===== config.mk =====
export PLATFORM = sky130hd
export DESIGN_NAME = pipe_stage_buf
export DESIGN_NICKNAME = d
export VERILOG_FILES = /design/src/rtl/pipe_stage_buf.sv
export SDC_FILE = /design/constraint.sdc
export NUM_CORES = 1
export LEC_CHECK = 0
export BUFFER_PORTS_ARGS = -buffer_cell sky130_fd_sc_hd__clkbuf_2
export CORE_MARGIN = 1
export CORE_UTILIZATION = 42
export DETAILED_ROUTE_END_ITERATION = 10
export GPL_TIMING_DRIVEN = 0
export PLACE_DENSITY = 0.74
export REMOVE_ABC_BUFFERS = 1
export SYNTH_ARGS = -nofsm -noshare
export SYNTH_HDL_FRONTEND = slang
export SYNTH_SLANG_ARGS = --single-unit

===== constraint.sdc =====
create_clock -name clk_i -period 8.3 [get_ports clk_i]
set_clock_uncertainty 0.1 [all_clocks]
set_input_delay 0.415 -clock clk_i [delete_from_list [all_inputs] [get_ports clk_i]]
set_output_delay 0.415 -clock clk_i [all_outputs]
set_load 0.03 [all_outputs]

===== src/rtl/pipe_stage_buf.sv =====
`default_nettype none
// ============================================================================
// Module      : pipe_stage_buf
// Description : Elastic pipeline buffer with valid/ready handshakes on both
//               sides. Entries sit in a small circular array and leave in
//               FIFO order. Both output-side signals and in_ready_o come from
//               registered state only, so the stage breaks every timing path
//               through the handshake.
//
//               DEPTH=1 gives a single stage register at half throughput.
//               DEPTH>=2 sustains one transfer per cycle.
//
// Ports       : clk_i        rising-edge clock
//               rst_i        synchronous active-high reset (highest priority)
//               flush_i      discard every held entry; drops a same-cycle push
//               in_valid_i   upstream payload valid
//               in_ready_o   buffer can accept (count < DEPTH)
//               in_data_i    upstream payload
//               out_valid_o  head entry valid (count != 0)
//               out_ready_i  downstream accepts the head entry
//               out_data_o   head payload, all-zero while empty
//               count_o      current occupancy, 0..DEPTH
//
// Revision    : 1.0 - initial release
// ============================================================================
module pipe_stage_buf #(
    parameter int DATA_W = 64,
    parameter int DEPTH  = 2
) (
    input  logic                       clk_i,
    input  logic                       rst_i,
    input  logic                       flush_i,
    input  logic                       in_valid_i,
    output logic                       in_ready_o,
    input  logic [DATA_W-1:0]          in_data_i,
    output logic                       out_valid_o,
    input  logic                       out_ready_i,
    output logic [DATA_W-1:0]          out_data_o,
    output logic [$clog2(DEPTH+1)-1:0] count_o
);

    // Pointers need at least one bit, even though DEPTH=1 uses only entry 0.
    localparam int c_PTR_W = (DEPTH > 1) ? $clog2(DEPTH) : 1;
    localparam int c_CNT_W = $clog2(DEPTH + 1);

    localparam logic [c_PTR_W-1:0] c_PTR_LAST = c_PTR_W'(DEPTH - 1);
    localparam logic [c_CNT_W-1:0] c_CNT_FULL = c_CNT_W'(DEPTH);

    // ------------------------------------------------------------------------
    // State
    // ------------------------------------------------------------------------
    logic [DATA_W-1:0]  r_mem [DEPTH];
    logic [c_PTR_W-1:0] r_rd_ptr;
    logic [c_PTR_W-1:0] r_wr_ptr;
    logic [c_CNT_W-1:0] r_count;
    // Kept as its own flop, not decoded from r_count, so out_valid_o comes
    // straight from a register.
    logic               r_out_valid;

    logic               w_in_ready;
    logic               w_push;
    logic               w_pop;
    logic [c_PTR_W-1:0] w_rd_ptr_nxt;
    logic [c_PTR_W-1:0] w_wr_ptr_nxt;
    logic [c_CNT_W-1:0] w_count_nxt;
    logic               w_out_valid_nxt;

    // Advance a pointer around the circular array. A non-power-of-two DEPTH
    // needs the explicit wrap. The natural binary rollover is not enough.
    function automatic logic [c_PTR_W-1:0] f_ptr_inc(input logic [c_PTR_W-1:0] ptr);
        if (ptr == c_PTR_LAST) begin
            return '0;
        end
        return ptr + 1'b1;
    endfunction

    // ------------------------------------------------------------------------
    // Handshakes
    // ------------------------------------------------------------------------
    // in_ready_o depends only on the registered count. A pop in the same cycle
    // does not free a slot for a push: when full, the producer waits a cycle.
    assign w_in_ready = (r_count != c_CNT_FULL);
    assign w_push     = in_valid_i & w_in_ready;
    assign w_pop      = r_out_valid & out_ready_i;

    // ------------------------------------------------------------------------
    // Next-state logic
    // ------------------------------------------------------------------------
    always_comb begin
        w_rd_ptr_nxt    = r_rd_ptr;
        w_wr_ptr_nxt    = r_wr_ptr;
        w_count_nxt     = r_count;
        w_out_valid_nxt = r_out_valid;

        if (flush_i) begin
            // Flush beats push and pop. Everything held, plus any
            // same-cycle push, is dropped.
            w_rd_ptr_nxt    = '0;
            w_wr_ptr_nxt    = '0;
            w_count_nxt     = '0;
            w_out_valid_nxt = 1'b0;
        end else begin
            if (w_push) begin
                w_wr_ptr_nxt = f_ptr_inc(r_wr_ptr);
            end
            if (w_pop) begin
                w_rd_ptr_nxt = f_ptr_inc(r_rd_ptr);
            end

            // A simultaneous push and pop leaves the occupancy unchanged.
            case ({w_push, w_pop})
                2'b10:   w_count_nxt = r_count + 1'b1;
                2'b01:   w_count_nxt = r_count - 1'b1;
                default: w_count_nxt = r_count;
            endcase

            w_out_valid_nxt = (w_count_nxt != '0);
        end
    end

    // ------------------------------------------------------------------------
    // Control registers
    // ------------------------------------------------------------------------
    always_ff @(posedge clk_i) begin
        if (rst_i) begin
            r_rd_ptr    <= '0;
            r_wr_ptr    <= '0;
            r_count     <= '0;
            r_out_valid <= 1'b0;
        end else begin
            r_rd_ptr    <= w_rd_ptr_nxt;
            r_wr_ptr    <= w_wr_ptr_nxt;
            r_count     <= w_count_nxt;
            r_out_valid <= w_out_valid_nxt;
        end
    end

    // ------------------------------------------------------------------------
    // Storage
    // ------------------------------------------------------------------------
    // The array is not reset. Stale contents can never reach the output,
    // because out_data_o is masked whenever no entry is held.
    always_ff @(posedge clk_i) begin
        if (w_push && !flush_i && !rst_i) begin
            r_mem[r_wr_ptr] <= in_data_i;
        end
    end

    // ------------------------------------------------------------------------
    // Outputs
    // ------------------------------------------------------------------------
    assign in_ready_o  = w_in_ready;
    assign out_valid_o = r_out_valid;
    assign out_data_o  = r_out_valid ? r_mem[r_rd_ptr] : '0;
    assign count_o     = r_count;

endmodule
`default_nettype wire

==> load_flow_metrics.sql <==
INSERT INTO impl_metrics (metric_group, metric, value, unit) VALUES
('timing', 'hold_slack', '0.0988', 'ns'),
('global_route', 'groute.layer.met2.usage', '24.6', '%'),
('yosys', 'synth.most_common_cell', 'sky130_fd_sc_hd__edfxtp_1', ''),
('timing', 'worstMarginPinSlew', '0.723', 'ns'),
('global_route', 'grt_start_max_net_pins', '42', ''),
('clock_network', 'clock_tree.root_cell', 'sky130_fd_sc_hd__clkbuf_16', ''),
('floorplan', 'start_util', '43.4', '%'),
('layout', 'antenna-diode-count', '0', ''),
('floorplan', 'number_of_cell_rows', '40', ''),
('floorplan', 'core-area', '0.0121', 'mm²'),
('power_and_ir_drop', 'switching_share', '20.6', '%'),
('route', 'drt_first_pass_iters', '4', ''),
('timing', 'unrepaired_setup_endpoints_after_global_routing', 'no', ''),
('yosys', 'post_synth_most_frequent_cells', 'sky130_fd_sc_hd__edfxtp_1, sky130_fd_sc_hd__mux2i_1, sky130_fd_sc_hd__nor2b_1, sky130_fd_sc_hd__clkbuf_1', ''),
('floorplan', 'die-height', '114', 'µm'),
('yosys', 'synth-async-reset-ratio', '0', '%'),
('yosys', 'synth_area_leaders', 'sky130_fd_sc_hd__edfxtp_1, sky130_fd_sc_hd__mux2i_1, sky130_fd_sc_hd__nor2b_1', ''),
('global_route', 'fraction_of_met3_tracks_used_by_global_routing', '5.37', '%'),
('global_route', 'antenna_found_initial', '0', ''),
('place', 'hpwl_after_detailed_placement', '6380', 'µm'),
('yosys', 'count_of_state_elements_after_synthesis', '134', ''),
('outcome', 'run_status', 'finished clean', ''),
('timing', 'final_max_slew_viol_count', '0', ''),
('clock_network', 'cts_resized', '0', ''),
('hold_path', 'holdCritPathClass', 'input pin to flop', ''),
('worst_setup_path', 'worstPathRequired', '7.79', 'ns'),
('yosys', 'post_synth_inst_count', '301', ''),
('yosys', 'avgSynthCellArea', '17.4', 'µm²'),
('power_and_ir_drop', 'power.share.sequential', '49.3', '%'),
('layout', 'multi_input_area', '0.00119', 'mm²'),
('run', 'drv.max_cap_violation_count', '0', ''),
('yosys', 'sequential_share_of_the_synthesized_area', '75.8', '%'),
('yosys', 'cell_area_after_technology_mapping', '0.00523', 'mm²'),
('floorplan', 'die_area', '0.0129', 'mm²'),
('layout', 'area_growth', '29.9', '%'),
('route', 'num_vias', '2917', ''),
('timing', 'finalCriticalPeriod', '2.41', 'ns'),
('floorplan', 'die_w', '114', 'µm'),
('global_route', 'first_global_vias', '2929', ''),
('power_and_ir_drop', 'comb_power_share', '6.3', '%'),
('power_and_ir_drop', 'pwr_density_cell', '227', 'mW/mm²'),
('clock_network', 'cts_hold_buffers', '0', ''),
('power_and_ir_drop', 'intPower', '1.23', 'mW'),
('timing', 'final.period_utilization', '29.1', '%'),
('power_and_ir_drop', 'total_power', '1.55', 'mW'),
('global_route', 'grt_first_pass_wirelength', '14600', 'µm'),
('place', 'placement.io_buffers', '136', ''),
('clock_network', 'clk_pin_slew', '0.05', 'ns'),
('global_route', 'gr-max-usage-layer', 'met2', ''),
('layout', 'num-nets-final', '525', ''),
('global_route', 'grt_overflow', '0', ''),
('yosys', 'post-synth-top-area-cell', 'sky130_fd_sc_hd__edfxtp_1', ''),
('yosys', 'synth-edff-count', '128', ''),
('place', 'pre_cts_slack', '5.97', 'ns'),
('worst_setup_path', 'worstSetupEndpointType', 'primary output', ''),
('route', 'drt_wirelength', '9220', 'µm'),
('timing', 'hold_viol', '0', ''),
('clock_network', 'postCtsSetupRepairBufs', '0', ''),
('timing', 'finalSetupViolations', '0', ''),
('power_and_ir_drop', 'ir_drop', '0.145', 'mV'),
('layout', 'fraction_of_layout_instances_using_a_drive_strength_above_1', '39.3', '%'),
('yosys', 'dominantRegCellSynth', 'sky130_fd_sc_hd__edfxtp_1', ''),
('timing', 'setup_slack', '5.89', 'ns'),
('worst_setup_path', 'critical_path.max_fanout', '40', ''),
('clock_network', 'cts_tree', 'yes', ''),
('route', 'route.detailed.wl_per_inst', '14.5', 'µm'),
('yosys', 'synth.distinct_cells', '24', ''),
('clock_network', 'numClockSinks', '134', ''),
('clock_network', 'ctsHtreeMaxLevel', '4', ''),
('power_and_ir_drop', 'switchingPower', '0.319', 'mW'),
('timing', 'maxClockFrequency', '414', 'MHz');
==> layout by cell type, fill, tap and decap left out, drive strengths merged <==
master      n
a211oi      1
a21o        1
a21oi       2
and2        1
buf        14
bufinv      1
clkbuf    159
clkinv      7
clkinvlp    1
dfxtp       6
edfxtp    128
ha          1
inv         1
mux2i      64
nand2       1
nand2b      1
nand3       1
nor2        4
nor2b      64
nor3        2
nor3b       1
o21ai       1
or2         1
or3         1
xnor2       3
xor2        1
==> cell families (layout without fill, tap and decap cells) <==
kind of cell,count (synthesis),count (layout),synth area share [%]
buffers and inverters,16,183,1.60
adders and majority gates,1,1,0.239
AOI/OAI and AO/OA,5,5,0.574
muxes,64,64,12.2
DFF,134,134,75.8
and+or+nand+nor,77,77,8.92
xor gates and xnor gates,4,4,0.670
==> per-stage QoR <==
step	TNS (ns)	instances
floorplan	0	286
global placement	-0.348	590
detailed placement	0	604
CTS	0	636
global route	0	636
finish	0	636
==> power by group through the flow <==
stage	sequential [mW]	combinational, mW	clock, mW
after global placement	0.783	0.0879	0
after CTS	0.763	0.0991	0.700
after global routing	0.764	0.106	0.730
after floorplan	0.780	0.0519	0
after detailed placement	0.776	0.0986	0
final	0.763	0.0975	0.686
==> path summary, 6_finish.rpt <==
kind	end	slack (ns)	from
hold reg to reg	flop	0.42	r_rd_ptr
hold / removal	r_mem[1][31]	0.1	in_data_i[31]
setup / recovery	out_data_o[20]	5.89	flop
setup reg to reg	r_mem[1][15]	6.02	count_o[0]
==> area by class of cell <==
type,count,area share [%]
well taps,168,3.09
clock inverters,9,1.12
flip-flops and latches,134,58.4
clock buffers,23,7.03
repair buffers,150,12.7
inverters,1,0.0552
multi-input cells,151,17.6
==> flip-flops by register name, indices dropped and copies added, names as in the netlist, named ones only <==
| signal | flops |
|---|---|
| out_valid_o | 1 |
| r_mem | 128 |
| r_wr_ptr | 1 |
| r_rd_ptr | 1 |
| count_o | 2 |
==> critical path: stages (launching register included) <==
cell,delay (ns)
sky130_fd_sc_hd__dfxtp_4,0.64
sky130_fd_sc_hd__buf_16,0.32
sky130_fd_sc_hd__mux2i_1,0.24
sky130_fd_sc_hd__nor2b_1,0.06
sky130_fd_sc_hd__clkbuf_2,0.18
==> per-layer routing <==
layer  wire length [µm]  up-vias
met3                535       13
li1                   -     1426
met4                158        0
met2               4600       92
met1               3930     1386
met5                  0        -
Note: power is estimated with default switching activity, not from simulation.
